<file path="src/rtl/trng_vn_packer.sv">
// trng_vn_packer: repetition-count health test, von Neumann debiaser
// and LSB-first byte packer with a one-byte hold buffer.
module trng_vn_packer #(
  parameter int unsigned REP_LIMIT = 16
) (
  input  logic       CLK,
  input  logic       RSTn,
  input  logic       en,
  input  logic       raw_bit,
  input  logic       raw_valid,
  output logic [7:0] out_data,
  output logic       out_valid,
  input  logic       out_ready,
  output logic       health_fail,
  input  logic       fail_clr,
  output logic       overrun
);

  localparam int unsigned CW = $clog2(REP_LIMIT + 1);
  localparam logic [CW-1:0] LIM = CW'(REP_LIMIT);

  typedef enum logic {
    IDLE,
    HALF
  } st_e;

  st_e           st_q, st_d;
  logic          a_q, a_d;
  logic [CW-1:0] rep_q, rep_d;
  logic          last_q, last_d;
  logic          hf_q, hf_d;
  logic          ovr_q, ovr_d;
  logic [7:0]    sr_q, sr_d;
  logic [2:0]    cnt_q, cnt_d;
  logic          pf_q, pf_d;
  logic [7:0]    od_q, od_d;
  logic          ov_q, ov_d;

  logic          sample;
  logic          hf_set;
  logic          flush;
  logic          accept;
  logic          db_v;
  logic [7:0]    full_w;

  assign sample = en && raw_valid;
  assign accept = ov_q && out_ready;
  assign flush  = hf_q || hf_set;

  // Repetition-count test on raw bits and the sticky failure flag.
  always_comb begin
    rep_d  = rep_q;
    last_d = last_q;
    if (sample) begin
      if (raw_bit == last_q) begin
        if (rep_q != LIM) rep_d = rep_q + CW'(1);
      end else begin
        rep_d = CW'(1);
      end
      last_d = raw_bit;
    end
    hf_set = sample && (rep_d == LIM);
    if (fail_clr) rep_d = '0;
    hf_d = hf_set || (hf_q && !fail_clr);
  end

  // Pair debiaser, packer, hold buffer and output register.
  always_comb begin
    st_d   = st_q;
    a_d    = a_q;
    db_v   = 1'b0;
    sr_d   = sr_q;
    cnt_d  = cnt_q;
    pf_d   = pf_q;
    od_d   = od_q;
    ov_d   = ov_q && !accept;
    ovr_d  = ovr_q && !fail_clr;
    full_w = sr_q;
    full_w[cnt_q] = a_q;

    if (sample) begin
      case (st_q)
        IDLE: begin
          a_d  = raw_bit;
          st_d = HALF;
        end
        HALF: begin
          st_d = IDLE;
          db_v = (a_q != raw_bit);
        end
        default: st_d = IDLE;
      endcase
    end

    if (en && pf_q && accept) begin
      od_d = sr_q;
      ov_d = 1'b1;
      pf_d = 1'b0;
    end

    if (db_v) begin
      if (pf_q) begin
        ovr_d = 1'b1;
      end else begin
        sr_d  = full_w;
        cnt_d = cnt_q + 3'd1;
        if (cnt_q == 3'd7) begin
          if (!ov_q || accept) begin
            od_d = full_w;
            ov_d = 1'b1;
          end else begin
            pf_d = 1'b1;
          end
        end
      end
    end

    if (!en) begin
      st_d  = IDLE;
      cnt_d = 3'd0;
      pf_d  = 1'b0;
    end

    if (flush) begin
      st_d  = IDLE;
      cnt_d = 3'd0;
      pf_d  = 1'b0;
      ov_d  = 1'b0;
      ovr_d = ovr_q && !fail_clr;
    end
  end

  // State registers.
  always_ff @(posedge CLK or negedge RSTn) begin
    if (!RSTn) begin
      st_q   <= IDLE;
      a_q    <= 1'b0;
      rep_q  <= '0;
      last_q <= 1'b0;
      hf_q   <= 1'b0;
      ovr_q  <= 1'b0;
      sr_q   <= 8'h00;
      cnt_q  <= 3'd0;
      pf_q   <= 1'b0;
      od_q   <= 8'h00;
      ov_q   <= 1'b0;
    end else begin
      st_q   <= st_d;
      a_q    <= a_d;
      rep_q  <= rep_d;
      last_q <= last_d;
      hf_q   <= hf_d;
      ovr_q  <= ovr_d;
      sr_q   <= sr_d;
      cnt_q  <= cnt_d;
      pf_q   <= pf_d;
      od_q   <= od_d;
      ov_q   <= ov_d;
    end
  end

  assign out_data    = od_q;
  assign out_valid   = ov_q;
  assign health_fail = hf_q;
  assign overrun     = ovr_q;

endmodule

</file>
<file path="config.mk">
export PLATFORM = sky130hd
export DESIGN_NAME = trng_vn_packer
export DESIGN_NICKNAME = d
export VERILOG_FILES = /design/src/rtl/trng_vn_packer.sv
export SDC_FILE = /design/constraint.sdc
export NUM_CORES = 1
export LEC_CHECK = 0
export BUFFER_PORTS_ARGS = -buffer_cell sky130_fd_sc_hd__buf_2
export CAP_MARGIN = 20
export CORE_MARGIN = 2
export CORE_UTILIZATION = 60
export CTS_BUF_LIST = sky130_fd_sc_hd__clkbuf_16
export DETAILED_ROUTE_END_ITERATION = 10
export PLACE_DENSITY = 0.81
export SETUP_SLACK_MARGIN = 0.4
export SLEW_MARGIN = 0
export SYNTH_ARGS = -nofsm -noshare
export SYNTH_HDL_FRONTEND = slang
export SYNTH_SLANG_ARGS = --single-unit
</file>
<file path="constraint.sdc">
create_clock -name CLK -period 3.5 [get_ports CLK]
set_input_delay 0.35 -clock CLK [delete_from_list [all_inputs] [get_ports CLK]]
set_output_delay 0.35 -clock CLK [all_outputs]
set_load 0.05 [all_outputs]
</file>
==> results.tsv <==
stage	metric	value	unit
setup_path	CP max stage delay	0.61	ns
timing	final clock skew	0.00568	ns
power	Pleak	0.000862	µW
power	Comb pwr share	8.6	%
yosys	unique cell type count in the Yosys netlist	40	
timing	Final Hold Viols	0	
clocking	Root Buffer	clkbuf_16	
die	Core Region	0.00276	mm²
clocking	number of CTS-inserted buffers	5	
finish	nets@finish	205	
power	P_int	656	µW
grt	grt ovf	0	
setup_path	Critical Path Sink Type	flop	
route	total vias in the final route	1503	
setup_path	type of origin of the critical path	flop	
timing	setup TNS	0	ns
setup_path	start of the worst register-to-register path	a_q$_DFFE_PN0P_	
route	Via density	6.65	
grt	vias in the first global route	1405	
timing	Fin Hold WS	0.110	ns
setup_path	reg-to-reg slack, setup	1.15	ns
grt	largest net degree at the start of global routing	32	
timing	Slew Viols, Final	0	
route	routed len/inst	17.6	µm
setup_path	highest-delay cell along the critical path	or3_1	
timing	Tmin final	2.35	ns
die	effective utilization at floorplan	62.7	%
power	Clock Power Share	46.3	%
power	Sw Share	24.0	%
power	P_sw	208	µW
placement	hpwl dp	2730	µm
yosys	Synth Warn #	0	
yosys	EDFF count, synth	0	
finish	fillcell total	199	
route	WL final	3970	µm
clocking	post-CTS resize count	0	
clocking	CTS Hold Bufs	0	
route	Antenna Nets Post-Route	0	
die	I/O pin count	18	
finish	layout cells sized above 1	17.9	%
finish	register area	776	µm²
die	Std-Cell Rows	19	
clocking	CTS tree	built	
grt	initial antenna violation count	0	
setup_path	Reg-to-Reg End	out_data[7]$_DFF_PN0_	
clocking	worst skew pair latency	0.27	ns
timing	final number of setup-violating endpoints	0	
grt	Total GRT Usage	26.6	%
timing	post-route clock period utilization	67.1	%
timing	Slew headroom	31.3	%
setup_path	Worst path depth	4	
setup_path	Critical path buffers and inverters	0	
hold_path	Worst Hold Class	primary input to asynchronous set/reset pin	
route	Initial DRT Pass Iterations	4	
clocking	post-CTS setup buffer count	0	
clocking	Max clock buf depth	2	
grt	first-pass GRT wire length	6670	µm
route	initial drt markers	93	
die	die area	0.00333	mm²
setup_path	Worst setup startpoint	a_q$_DFFE_PN0P_	
finish	Multi-input gate area	890	µm²
power	Reg power frac	45.2	%
setup_path	most used cell, CP	or3_1	
setup_path	crit-path cells	xnor2_1 > or3_1 > or3_1 > o221a_1	
status	outcome	complete, no violations	
setup_path	Critical Path Sink	out_data[7]$_DFF_PN0_	
setup_path	Crit Path Category	flop to flop	
yosys	Post-Synthesis Cells	180	
clocking	H-tree level count	2	
yosys	Seq/Total Area, Yosys	44.9	%
clocking	clk sinks	31	
yosys	Main synth FF type	dfrtp_1	
yosys	syn_area_per_cell	9.60	µm²
setup_path	Reg2Reg Depth	4	
clocking	clock-pin slew on the worst setup and hold paths	0.05	ns
die	die height	57.7	µm
power	pwr dens	442	mW/mm²
placement	gpl congestion	0.849	
timing	fmax	426	MHz
setup_path	worst-path maximum fanout	19	
die	DIE WIDTH	57.7	µm
flow_run	max cap viols	0	
yosys	FFs w/ async S/R, synth	100	%
route	DRC	0	
timing	unrepaired setup endpoints after global routing	no	
finish	most common cell after layout, fill and taps aside	dfrtp_1	
placement	count of input and output buffers	17	
setup_path	WP data required	3.65	ns
yosys	post-synthesis cell area	0.00173	mm²
yosys	Mapped Nets	191	
finish	Inserted Diodes	0	
power	maximum vdd drop	0.420	mV
finish	most frequent cells in the layout	dfrtp_1, nor2_1, buf_2, nand2_1, o21ai_0	
yosys	register bit count reported by yosys	31	
setup_path	Top Family by Delay on Critical Path	simple AND/OR/NAND/NOR gates	
finish	area delta synth->final	13.0	%
timing	slew of the pin with the lowest slew margin	1.02	ns
setup_path	Worst Path Arrival	2.50	ns
-- area by class of cell --
type / count / area share (%)
timing repair buffer: 18 / 4.74
clock inverter: 3 / 0.641
inverter: 5 / 0.961
multi-input combinational: 133 / 45.5
clock buffer: 5 / 6.41
sequential: 31 / 39.7
tap: 31 / 1.99
-- sequential cells by signal, indices dropped and copies added, names as in the netlist --
| name | flops |
|---|---|
| pf_q | 1 |
| last_q | 1 |
| rep_q | 5 |
| sr_q | 8 |
| out_data | 8 |
| st_q | 1 |
| health_fail | 1 |
| overrun | 1 |
| out_valid | 1 |
| cnt_q | 3 |
| a_q | 1 |
-- metrics by stage --
| stage | worst slack [ns] | cells | power (µW) | utilization [%] | area [µm²] |
|---|---|---|---|---|---|
| 6_report | 1.15 | 226 | 863 | 70.8 | 1950 |
| 5_1_grt | 1.05 | 226 | 889 | 70.8 | 1950 |
| 4_1_cts | 1.19 | 226 | 865 | 70.8 | 1950 |
| 3_5_place_dp | 1.18 | 218 | 468 | 65.8 | 1820 |
| 3_3_place_gp | 1.28 | 218 | 465 | 65.8 | 1820 |
| 2_1_floorplan | 1.63 | 180 | 441 | - | 1730 |
-- worst register-to-register path, stage by stage, from the launching register on --
cell	delay (ns)
dfrtp_1	0.47
xnor2_1	0.23
or3_1	0.61
or3_1	0.59
o221a_1	0.33
-- per-layer routing --
layer	global-route usage (%)	share of wire, %	vias to the layer above
met5	0	0	-
met4	8.97	1.6	0
met3	6.47	8.4	12
met2	41.1	47	77
met1	37.2	43	723
li1	-	-	691
-- how the worst min path moves through the flow --
stage,start,endpoint,depth (start not counted)
floorplan,RSTn,a_q$_DFFE_PN0P_,0
global placement,RSTn,health_fail$_DFF_PN0_,1
detailed placement,RSTn,out_valid$_DFF_PN0_,1
CTS,RSTn,cnt_q[1]$_DFFE_PN0P_,1
global route,RSTn,out_valid$_DFF_PN0_,1
finish,RSTn,out_valid$_DFF_PN0_,1
-- power groups by stage --
stage / clock [µW] / sequential [µW] / combinational [µW]
floorplan: 0 / 391 / 49.9
global placement: 0 / 395 / 70.2
finish: 400 / 390 / 74.0
CTS: 401 / 390 / 73.9
global route: 414 / 392 / 83.5
detailed placement: 0 / 395 / 73.2
-- synthesized netlist by cell type, types with 4 or more instances --
cell type | instances | area, µm²
a211oi_1 | 4 | 30.0
a31oi_1 | 8 | 50.1
clkbuf_1 | 7 | 26.3
dfrtp_1 | 31 | 776
ha_1 | 4 | 50.1
inv_1 | 5 | 18.8
mux2_2 | 9 | 101
nand2_1 | 15 | 56.3
nand3_1 | 7 | 35.0
nor2_1 | 24 | 90.1
o21ai_0 | 11 | 55.1
o221a_1 | 8 | 90.1
xnor2_1 | 5 | 43.8
-- cells by family (layout without fill, tap and decap cells) --
logic type               Yosys count  after routing  synth area share, %
AO/OA/AOI/OAI                     47             47                 20.1
XOR/XNOR                           7              7                 3.55
adder cells (fa/ha/maj)            4              4                 2.90
buffers and inverters             16             31                 3.62
flip-flops                        31             31                 44.9
multiplexers                       9              9                 5.87
AND/OR/NAND/NOR                   66             66                 19.1
Power figures use the tool's default switching activity.
